File: config.mk
export PLATFORM = sky130hd
export DESIGN_NAME = div_iter
export DESIGN_NICKNAME = d
export VERILOG_FILES = /design/src/rtl/div_iter.sv
export SDC_FILE = /design/constraint.sdc
export NUM_CORES = 1
export LEC_CHECK = 0
export BUFFER_PORTS_ARGS = -buffer_cell sky130_fd_sc_hd__buf_4
export CORE_MARGIN = 3
export CORE_UTILIZATION = 55
export DETAILED_ROUTE_END_ITERATION = 8
export GPL_TIMING_DRIVEN = 0
export PLACE_DENSITY = 0.74
export SLEW_MARGIN = 20
export SYNTH_ARGS = -nofsm -noshare
export SYNTH_HDL_FRONTEND = slang
export SYNTH_SLANG_ARGS = --single-unit
File: constraint.sdc
create_clock -name clk -period 10.2 [get_ports clk]
set_clock_uncertainty 0.1 [all_clocks]
set_input_delay 2.04 -clock clk [delete_from_list [all_inputs] [get_ports clk]]
set_output_delay 2.04 -clock clk [all_outputs]
set_load 0.005 [all_outputs]
File: src/rtl/div_iter.sv
`default_nettype none
// ============================================================================
// Module      : div_iter
// Description : Multi-cycle radix-2 non-restoring divider (DIV/DIVU) for the
//               execute stage, one quotient bit per cycle. The result is
//               {remainder, quotient} for HI/LO. The optional macro
//               DIV_SKIP_TRIVIAL_EN finishes in one edge when |dividend| < |divisor|.
// Revision    : 1.0 - initial release
// ============================================================================
module div_iter #(
    parameter int WIDTH = 32
) (
    input  logic                 clk,
    input  logic                 rst,
    input  logic                 signed_div_i,
    input  logic [WIDTH-1:0]     opdata1_i,
    input  logic [WIDTH-1:0]     opdata2_i,
    input  logic                 start_i,
    input  logic                 annul_i,
    output logic [2*WIDTH-1:0]   result_o,
    output logic                 ready_o,
    output logic                 busy_o
);

    localparam int CW = $clog2(WIDTH + 1);

    localparam logic [1:0] c_st_idle    = 2'd0;
    localparam logic [1:0] c_st_divzero = 2'd1;
    localparam logic [1:0] c_st_on      = 2'd2;
    localparam logic [1:0] c_st_end     = 2'd3;

    localparam logic [CW-1:0] c_cnt_last = CW'(WIDTH - 1);
    localparam logic [CW-1:0] c_cnt_one  = CW'(1);

    logic [1:0]         r_state;
    logic [CW-1:0]      r_cnt;
    logic [WIDTH:0]     r_rem;
    logic [WIDTH-1:0]   r_quo;
    logic [WIDTH-1:0]   r_dvs;
    logic [WIDTH-1:0]   r_dividend;
    logic               r_neg_q;
    logic               r_neg_r;
    logic [2*WIDTH-1:0] r_result;
    logic               r_ready;

    logic [WIDTH-1:0]   w_abs1;
    logic [WIDTH-1:0]   w_abs2;
    logic [WIDTH:0]     w_shift;
    logic [WIDTH:0]     w_dvs_ext;
    logic [WIDTH:0]     w_step_rem;
    logic [WIDTH-1:0]   w_step_quo;
    logic [WIDTH:0]     w_fix_rem;
    logic [WIDTH-1:0]   w_rem_mag;
    logic [WIDTH-1:0]   w_quo_out;
    logic [WIDTH-1:0]   w_rem_out;
    logic               w_abort;

    // Magnitudes; the most negative value maps onto itself, read as unsigned.
    assign w_abs1 = (signed_div_i && opdata1_i[WIDTH-1]) ? -opdata1_i : opdata1_i;
    assign w_abs2 = (signed_div_i && opdata2_i[WIDTH-1]) ? -opdata2_i : opdata2_i;

    // The dividend drains out of the top of r_quo while quotient bits fill the bottom.
    assign w_shift    = {r_rem[WIDTH-1:0], r_quo[WIDTH-1]};
    assign w_dvs_ext  = {1'b0, r_dvs};
    assign w_step_rem = r_rem[WIDTH] ? (w_shift + w_dvs_ext) : (w_shift - w_dvs_ext);
    assign w_step_quo = {r_quo[WIDTH-2:0], ~w_step_rem[WIDTH]};

    // A negative final remainder is restored once by adding the divisor back.
    assign w_fix_rem  = w_step_rem[WIDTH] ? (w_step_rem + w_dvs_ext) : w_step_rem;
    assign w_rem_mag  = w_fix_rem[WIDTH-1:0];
    assign w_quo_out  = r_neg_q ? -w_step_quo : w_step_quo;
    assign w_rem_out  = r_neg_r ? -w_rem_mag : w_rem_mag;

    assign w_abort    = annul_i || !start_i;

    always_ff @(posedge clk) begin
        if (rst) begin
            r_state    <= c_st_idle;
            r_cnt      <= '0;
            r_rem      <= '0;
            r_quo      <= '0;
            r_dvs      <= '0;
            r_dividend <= '0;
            r_neg_q    <= 1'b0;
            r_neg_r    <= 1'b0;
            r_result   <= '0;
            r_ready    <= 1'b0;
        end else begin
            case (r_state)
                c_st_idle: begin
                    r_ready <= 1'b0;
                    if (annul_i) begin
                        r_state <= c_st_idle;
                    end else if (start_i) begin
                        if (opdata2_i == '0) begin
                            r_dividend <= opdata1_i;
                            r_state    <= c_st_divzero;
                        end
`ifdef DIV_SKIP_TRIVIAL_EN
                        else if (w_abs1 < w_abs2) begin
                            r_result <= {opdata1_i, {WIDTH{1'b0}}};
                            r_ready  <= 1'b1;
                            r_state  <= c_st_end;
                        end
`endif
                        else begin
                            r_dividend <= opdata1_i;
                            r_rem      <= '0;
                            r_quo      <= w_abs1;
                            r_dvs      <= w_abs2;
                            r_neg_q    <= signed_div_i && (opdata1_i[WIDTH-1] ^ opdata2_i[WIDTH-1]);
                            r_neg_r    <= signed_div_i && opdata1_i[WIDTH-1];
                            r_cnt      <= '0;
                            r_state    <= c_st_on;
                        end
                    end
                end

                c_st_divzero: begin
                    if (w_abort) begin
                        r_ready <= 1'b0;
                        r_state <= c_st_idle;
                    end else begin
                        r_result <= {r_dividend, {WIDTH{1'b1}}};
                        r_ready  <= 1'b1;
                        r_state  <= c_st_end;
                    end
                end

                c_st_on: begin
                    if (w_abort) begin
                        r_ready <= 1'b0;
                        r_state <= c_st_idle;
                    end else begin
                        r_rem <= w_step_rem;
                        r_quo <= w_step_quo;
                        r_cnt <= r_cnt + c_cnt_one;
                        if (r_cnt == c_cnt_last) begin
                            r_result <= {w_rem_out, w_quo_out};
                            r_ready  <= 1'b1;
                            r_state  <= c_st_end;
                        end
                    end
                end

                c_st_end: begin
                    if (w_abort) begin
                        r_ready <= 1'b0;
                        r_state <= c_st_idle;
                    end
                end

                default: begin
                    r_ready <= 1'b0;
                    r_state <= c_st_idle;
                end
            endcase
        end
    end

    assign result_o = r_result;
    assign ready_o  = r_ready;
    assign busy_o   = (r_state != c_st_idle);

endmodule
`default_nettype wire

==> impl_metrics.toml <==
[outcome]
status = "finished, final reports clean"

[worst_setup_path]
crit_type = "flip-flop to flip-flop"
rrSetupSlack_ns = 0.59
crit_arrival_ns = 9.89
cpMaxStageDelayCell = "nor3b_1"
worst_path_dominant_cell_family = "simple AND/OR/NAND/NOR gates"
cp.required_ns = 10.48
startpoint_type = "flip-flop"
crit_path_end_kind = "flip-flop"
critPathMaxStageDelay_ns = 0.81
cp.depth = 29
ff2ff_path_depth = 29
critPathMaxFanout = 10
crit_buf_inv = 5

[clocking]
clk_pin_slew_ns = 0.06
clock_path_buffers = 3
hold_buffers = 0
clkLatencyLatePin_ns = 0.55
cts-root-buf = "clkbuf_16"
cts_tree = "built"
htree_levels = 1
clkSinkCount = 204
ctsResizeCount = 0
post_cts_buffers = 0
cts_buffers = 24

[yosys]
syn_area_per_cell_um2 = 7.218
ys_types = 84
syn_nets = 2315
synth_seq_cells = 204
ys.warnings.count = 0
ys_seq_area_frac = 0.2613
synthArstFlopShare = 0
syn_inst = 2165
synth-edff-count = 0
ys.flop_type = "dfxtp_1"
synth_area_mm2 = 0.01563

[place]
pre_cts_slack_ns = 0.9348
place_hpwl_um = 45870
io_buffer_count = 133
gp_congestion = 0.9627

[sta]
drv_slew = 0
worstMarginPinSlew_ns = 1.049
holdWs_ns = 0.3551
min_period_over_period = 0.9420
setup_viol = 0
setup_ws_ns = 0.5920
fin_crit_ns = 9.608
rsz0062_at_grt = "false"
fmax_ghz = 0.1041
hold_violations = 0
slew_headroom = 0.3006
tns_ns = 0

[global_route]
antenna_found_initial = 1
grt_start_max_net_pins = 14
grt_pass1_vias = 15987
grt_usage = 0.3643
grt_overflow = 0
grt_pass1_wl_um = 88860

[layout]
drive_above_1_share = 0.08764
nNetsFinal = 2474
syn_to_final_growth_pct = 14.34
layout_commonest_cell = "nand2_1"
final_cell_mix = "340 x nand2_1, 257 x a21oi_1, 204 x dfxtp_1"
utilization = 0.6414

[route]
first_iter_violations = 2023
wl_met3_um = 6439
drt-met1-wl_um = 25180
drc = 0
dr.pass1.iters = 8
vias_per_cell = 6.371
routedWlPerCell_um = 21.34
postRouteAntennaNets = 0
wirelength_um = 58000
route.vias.total = 17317
highest_layer = "met5"
wl_met2_um = 24280

[floorplanning]
io_pins = 135
row_count = 61
core_area_mm2 = 0.02786
dieArea_mm2 = 0.03047
die_width_um = 174.6
die_h_um = 174.6
start_util = 0.5610

[flow_run]
maxCapViolCount = 0

[min_path]
min-delay-path-class = "flip-flop to flip-flop"
worstHoldPathCells = 2

[power_and_ir_drop]
p_leak_nw = 6.909
ir_worst_vdd_mv = 0.1224
powerDensity_mw_per_mm2 = 179.4
-- sequential cells by signal, summed over array words and instances (netlist names) --
signal / flops
r_dvs: 32
ready_o: 1
r_cnt: 6
r_state: 2
r_neg_q: 1
r_quo: 32
r_neg_r: 1
r_rem: 33
result_o: 64
r_dividend: 32
-- metrics by stage --
stage                     total power, mW  cells  instance area, um2
after global routing                3.370   2717               17870
after CTS                           3.166   2717               17870
after global placement              2.297   2676               17100
after floorplan                     1.915   2165               15630
final                               3.206   2718               17870
after detailed placement            2.314   2676               17100
-- Yosys cell counts (13+ instances only) --
| cell type | number | area [um2] |
|---|---|---|
| nand2_1 | 340 | 1276 |
| a21oi_1 | 257 | 1286 |
| dfxtp_1 | 204 | 4084 |
| nor2_1 | 174 | 653.1 |
| o21ai_0 | 158 | 790.8 |
| clkbuf_1 | 121 | 454.2 |
| xor2_1 | 102 | 893.4 |
| xnor2_1 | 92 | 805.8 |
| ha_1 | 79 | 988.5 |
| nor3_1 | 66 | 330.3 |
| nand3_1 | 64 | 320.3 |
| a211oi_1 | 48 | 360.4 |
| inv_1 | 48 | 180.2 |
| a31oi_1 | 27 | 168.9 |
| nand4_1 | 27 | 168.9 |
| mux2i_1 | 24 | 240.2 |
| nor4_1 | 23 | 143.9 |
| a21o_1 | 22 | 165.2 |
| o31ai_1 | 21 | 157.7 |
| and3_1 | 18 | 112.6 |
| buf_1 | 13 | 48.80 |
| nand2b_1 | 13 | 81.33 |
| o21a_1 | 13 | 97.59 |
-- path summary, 6_finish.rpt --
kind                 from            to
max              r_dvs[0]  result_o[62]
min          result_o[51]  result_o[51]
max reg2reg      r_dvs[0]  result_o[62]
min reg2reg  result_o[51]  result_o[51]
-- kinds of logic (layout without fill, tap and decap cells) --
| logic type | after synthesis | in the layout | synth area share |
|---|---|---|---|
| flip-flops | 204 | 204 | 0.2613 |
| XOR/XNOR | 196 | 196 | 0.1108 |
| buffers and inverters | 185 | 359 | 0.04452 |
| AND/OR/NAND/NOR | 808 | 808 | 0.2380 |
| adder cells (fa/ha/maj) | 81 | 81 | 0.06581 |
| multiplexers | 28 | 28 | 0.01897 |
| AO/OA/AOI/OAI | 663 | 663 | 0.2605 |
| other | 0 | 1 | 0 |
-- where the power goes --
| group | internal [mW] | leakage, nW | total, mW | switching (mW) |
|---|---|---|---|---|
| clock network | 0.498 | 0.371 | 0.860 | 0.362 |
| registers | 0.833 | 1.66 | 0.882 | 0.0484 |
| logic | 0.512 | 4.88 | 1.46 | 0.952 |
-- routing by layer --
metal  up-vias  track usage
met1      8207       0.5186
met5         -            0
li1       8089            -
met4         2       0.1210
met3       127      0.08322
met2       892       0.5446
-- worst reg2reg max path: cells and delay by family, from the launching register on --
family / cells / cell delay [ns]
adders and majority gates: 2 / 0.64
xor gates and xnor gates: 4 / 0.88
and+or+nand+nor: 9 / 3.88
buffers and inverters: 5 / 2.00
AOI/OAI and AO/OA: 9 / 1.56
DFF: 1 / 0.39
-- area by class of cell --
type | count | area, um2
Multi-Input combinational cell | 1776 | 10850
Fill cell | 2628 | 9990
Sequential cell | 204 | 4084
Timing Repair Buffer | 133 | 998.5
Clock buffer | 31 | 646.9
Buffer | 135 | 508.0
Tap cell | 378 | 473.0
Inverter | 50 | 187.7
Clock inverter | 10 | 120.1
Antenna cell | 1 | 2.502
Note: power is estimated with default switching activity, not from simulation.
